## src/rtl/alu_req_resp.sv

```systemverilog
// Request/response front-end for the 8-bit ALU: one registered compute stage
// feeding an in-order response FIFO with valid/ready on both sides.
module alu_req_resp #(
  parameter int DEPTH = 4,
  parameter int CW    = $clog2(DEPTH) + 1
) (
  input  logic          clk,
  input  logic          rst_n,
  input  logic          req_valid,
  output logic          req_ready,
  input  logic [7:0]    req_a,
  input  logic [7:0]    req_b,
  input  logic [2:0]    req_op,
  output logic          resp_valid,
  input  logic          resp_ready,
  output logic [7:0]    resp_result,
  output logic          resp_zero,
  output logic          resp_carry,
  output logic          resp_err,
  output logic [CW-1:0] resp_count,
  output logic [7:0]    ops_done
);

  localparam int AW = $clog2(DEPTH);
  localparam logic [CW:0] DEPTH_W = (CW+1)'(DEPTH);

  typedef enum logic [2:0] {
    OP_ADD = 3'b000,
    OP_SUB = 3'b001,
    OP_AND = 3'b010,
    OP_OR  = 3'b011,
    OP_XOR = 3'b100,
    OP_NOR = 3'b101
  } alu_op_e;

  typedef struct packed {
    logic [7:0] result;
    logic       zero;
    logic       carry;
    logic       err;
  } resp_t;

  logic          stage_valid_q;
  logic [7:0]    stage_a_q, stage_b_q;
  logic [2:0]    stage_op_q;
  logic [AW-1:0] wr_ptr_q, wr_ptr_d;
  logic [AW-1:0] rd_ptr_q, rd_ptr_d;
  logic [CW-1:0] count_q, count_d;
  logic [7:0]    ops_done_q;
  resp_t         mem_q [DEPTH];
  resp_t         stage_resp;
  resp_t         head;
  logic [CW:0]   occupancy;
  logic          accept, push, pop;

  // Stage and FIFO together never exceed DEPTH, so a stage push always has room.
  assign occupancy = {1'b0, count_q} + {{CW{1'b0}}, stage_valid_q};
  assign req_ready = occupancy < DEPTH_W;
  assign accept    = req_valid && req_ready;
  assign push      = stage_valid_q;
  assign pop       = resp_valid && resp_ready;

  always_comb begin
    stage_resp = '0;
    case (stage_op_q)
      OP_ADD:  {stage_resp.carry, stage_resp.result} = {1'b0, stage_a_q} + {1'b0, stage_b_q};
      OP_SUB: begin
        stage_resp.result = stage_a_q - stage_b_q;
        stage_resp.carry  = stage_a_q < stage_b_q;
      end
      OP_AND:  stage_resp.result = stage_a_q & stage_b_q;
      OP_OR:   stage_resp.result = stage_a_q | stage_b_q;
      OP_XOR:  stage_resp.result = stage_a_q ^ stage_b_q;
      OP_NOR:  stage_resp.result = ~(stage_a_q | stage_b_q);
      default: stage_resp.err = 1'b1;
    endcase
    stage_resp.zero = (stage_resp.result == 8'h00);
  end

  always_comb begin
    wr_ptr_d = push ? wr_ptr_q + 1'b1 : wr_ptr_q;
    rd_ptr_d = pop  ? rd_ptr_q + 1'b1 : rd_ptr_q;
    count_d  = count_q;
    case ({push, pop})
      2'b10:   count_d = count_q + 1'b1;
      2'b01:   count_d = count_q - 1'b1;
      default: count_d = count_q;
    endcase
  end

  // NOTE: sequential state uses non-blocking assignments so every register
  // samples pre-edge values, regardless of block ordering.
  always_ff @(posedge clk or negedge rst_n) begin
    if (!rst_n) begin
      stage_valid_q <= 1'b0;
      stage_a_q     <= '0;
      stage_b_q     <= '0;
      stage_op_q    <= '0;
      wr_ptr_q      <= '0;
      rd_ptr_q      <= '0;
      count_q       <= '0;
      ops_done_q    <= '0;
    end else begin
      stage_valid_q <= accept;
      if (accept) begin
        stage_a_q  <= req_a;
        stage_b_q  <= req_b;
        stage_op_q <= req_op;
      end
      wr_ptr_q <= wr_ptr_d;
      rd_ptr_q <= rd_ptr_d;
      count_q  <= count_d;
      if (pop) ops_done_q <= ops_done_q + 8'd1;
    end
  end

  // NOTE: storage is deliberately left unreset; an empty FIFO masks the head
  // to zero, so stale entries are never observable.
  always_ff @(posedge clk) begin
    if (push) mem_q[wr_ptr_q] <= stage_resp;
  end

  assign resp_valid  = (count_q != '0);
  assign head        = resp_valid ? mem_q[rd_ptr_q] : '0;
  assign resp_result = head.result;
  assign resp_zero   = head.zero;
  assign resp_carry  = head.carry;
  assign resp_err    = head.err;
  assign resp_count  = count_q;
  assign ops_done    = ops_done_q;

endmodule

```

## config.mk

```make
export PLATFORM = sky130hd
export DESIGN_NAME = alu_req_resp
export DESIGN_NICKNAME = d
export VERILOG_FILES = /design/src/rtl/alu_req_resp.sv
export SDC_FILE = /design/constraint.sdc
export NUM_CORES = 1
export LEC_CHECK = 0
export CAP_MARGIN = 30
export CORE_MARGIN = 1.5
export CORE_UTILIZATION = 45
export CTS_BUF_LIST = sky130_fd_sc_hd__clkbuf_4
export DETAILED_ROUTE_END_ITERATION = 6
export GPL_TIMING_DRIVEN = 0
export HOLD_SLACK_MARGIN = 0.06
export PLACE_DENSITY = 0.64
export SYNTH_ARGS = -nofsm -noshare
export SYNTH_HDL_FRONTEND = slang
export SYNTH_SLANG_ARGS = --single-unit
```

## constraint.sdc

```tcl
create_clock -name clk -period 3.6 [get_ports clk]
set_input_delay 0.54 -clock clk [delete_from_list [all_inputs] [get_ports clk]]
set_output_delay 0.54 -clock clk [all_outputs]
set_load 0.03 [all_outputs]
```

==> flow_metrics.tcl, run 1 <==
set metrics [dict create \
    post_cts_setup_buffer_count 0 \
    tritoncts "done" \
    worstPathArrival_ns 2.60 \
    timing.critical_path.required_ns 3.06 \
    top_level_ports 47 \
    cts.sink_count 79 \
    synth-seq-area-share_pct 50.3 \
    mappedNetlistNets 438 \
    num_rows 35 \
    worstSetupStartpointType "flip-flop" \
    drc 0 \
    yosys.cell_count.top_type "sky130_fd_sc_hd__edfxtp_1" \
    synth_enable_flop_cells 44 \
    post_cts_resized 0 \
    setup.worst_path.class "reg -> out" \
    synth.avg_cell_area_um2 11.5 \
    hold_violations 0 \
    fin_crit_ns 3.14 \
    core_area_mm2 0.00933 \
    maxSlewHeadroom_pct 40.7 \
    grt_setup_unrepaired "no" \
    clock.fmax_ghz 0.318 \
    grt_max_degree 36 \
    netlist_instances 381 \
    drt_iter0_drc 177 \
    synth-seq-cells 79 \
    insertedDiodeCount 0 \
    postSynth.asyncResetShare_pct 44.3 \
    grt.total_usage_pct 18.6 \
    antenna_found_initial 0 \
    max_capacitance_violation_count 0 \
    cts-hold-fix-buffers 0 \
    post_route_cells_drive_above_1_share_pct 11.1 \
    drt-wirelength-per-cell_um 15.1 \
    cell_type_with_the_highest_aggregate_area_in_the_netlist "sky130_fd_sc_hd__edfxtp_1" \
    yosys_warnings 0 \
    vias_in_the_first_global_route 2909 \
    setup_viol_count_final 0 \
    netlist-cell-type-count 58 \
    dp_hpwl_um 6380 \
    floorplan_die_area_mm2 0.0103 \
    place_congestion 0.942 \
    finalMaxSlewViolations 0 \
    start_util_pct 46.8 \
    finalNetCount 495 \
    grt_first_pass_wirelength_um 14600 \
    cts-buffers-inserted 9 \
    post-route-period-util_pct 87.4 \
    run_status "completed" \
    finalSetupTns_ns 0 \
    crit_path_end_kind "output port" \
    areaGrowthSynthToFinish_pct 17.7 \
    clkSlewWorstSetupHoldPaths_ns 0.16 \
    netlist.area_leader.share_pct 30.2 \
    route.antenna.remaining_nets 0 \
    number_of_h_tree_levels 3 \
    postRouteWirelength_um 8630 \
    hold_path_class "in -> async" \
    postSynth.topFlopCell "sky130_fd_sc_hd__edfxtp_1" \
    critical_path_peak_fanout 10 \
    synth_top_cells_by_count "sky130_fd_sc_hd__edfxtp_1, sky130_fd_sc_hd__dfrtp_1, sky130_fd_sc_hd__nand2_1, sky130_fd_sc_hd__ha_1, sky130_fd_sc_hd__o21ai_0" \
    root_buffer "sky130_fd_sc_hd__clkbuf_4" \
    clock_latency_on_the_worst_skew_pair_ns 0.44 \
    die_width_um 102 \
    ctsLongestPathBuffers 2 \
    post_drt_via_cell_ratio 5.13 \
    count_of_input_and_output_buffers 46 \
    dieHeight_um 102 \
    final.setup_skew_ns 0.0311 \
    synth.top_cells.by_area "sky130_fd_sc_hd__edfxtp_1, sky130_fd_sc_hd__dfrtp_1, sky130_fd_sc_hd__ha_1" \
    syn-cell-area_mm2 0.00437 \
    gr-total-overflow 0 \
    drt-pass1-iter-count 4 \
    worst_slew_pin_slew_ns 0.878 \
    num_vias 2934 \
]
==> layer usage <==
metal	track usage, %	up-vias	wire length, µm
met3	2.69	9	254
met5	0	-	0
met1	25.3	1406	4100
li1	-	1467	-
met4	6.41	0	101
met2	30.5	52	4180
==> registers in the layout, indices dropped and copies added, names as in the netlist <==
name and cells:
wr_ptr_q 2, push 1, ops_done 8, stage_a_q 8
stage_b_q 8, stage_op_q 3, mem_q 44, resp_count 3
rd_ptr_q 2
==> metrics by stage <==
step	utilization [%]	std cells	instance area (µm²)	hold slack [ns]	setup WS (ns)
4_1_cts	55.1	572	5140	0.169	0.399
2_1_floorplan	-	381	4370	0.244	1.12
6_report	55.1	572	5140	0.162	0.455
3_5_place_dp	53.5	556	4990	0.463	0.727
3_3_place_gp	53.5	556	4990	0.460	0.774
5_1_grt	55.1	572	5140	0.197	0.267
==> final timing paths <==
kind / end / slack [ns] / startpoint / cells past startpoint
max: resp_result[5] / 0.46 / rd_ptr_q[0] / 4
min: stage_b_q[5] / 0.16 / rst_n / 1
max reg2reg: mem_q[1][2] / 0.66 / stage_a_q[1] / 9
min reg2reg: ops_done[7] / 0.48 / ops_done[7] / 1
max in group asynchronous: ops_done[1] / 2.92 / rst_n / 1
min in group clk: ops_done[7] / 0.48 / ops_done[7] / 1
==> cells by family after synthesis <==
| group | share of synthesized area [%] |
|---|---|
| simple gates | 12.3 |
| xor+xnor | 3.41 |
| buf+inv | 4.78 |
| mux | 7.42 |
| fa+ha+maj | 10.3 |
| flops | 50.3 |
| compound gates | 11.6 |
==> layout by cell type (no fill, tap or decap), drive strengths merged, types with 3 or more instances in the layout <==
master	instances
mux2	5
nor2	26
or3	3
o21ai	30
buf	11
mux4	11
edfxtp	44
and2	5
o31ai	5
inv	31
nor3	8
ha	31
a211oi	6
nor2b	16
a21oi	15
dfrtp	35
fa	3
clkdlybuf4s50	45
nand2	33
xnor2	6
nand2b	3
xor2	11
nand3	3
clkbuf	17
a31oi	4
==> cell type report <==
cell class,count,area [µm²]
clock inverters,7,87.6
multi-input cells,255,1960
well taps,129,161
plain buffers,18,100
fillers,803,4190
repair buffers,46,455
clock buffers,9,67.6
flip-flops and latches,79,2200
inverters,29,109
==> critical path, cell delays in order (launching register included) <==
cell and delay [ns]:
sky130_fd_sc_hd__dfrtp_1 0.49, sky130_fd_sc_hd__buf_2 0.38, sky130_fd_sc_hd__mux4_2 0.55, sky130_fd_sc_hd__nor2b_1 0.14, sky130_fd_sc_hd__clkdlybuf4s50_1 0.60
Power of run 1 is left out: the tool's default activity adds up to more than one toggle a clock period on the data nets, which glitch-free logic cannot reach.
==> run 2: changes to the inputs <==
SKIP_CTS_REPAIR_TIMING = 1   (was default)
==> results of run 2 <==
Final layout, timing and power as in run 1 (identical DEF).
Power of run 2 is left out for the same reason.
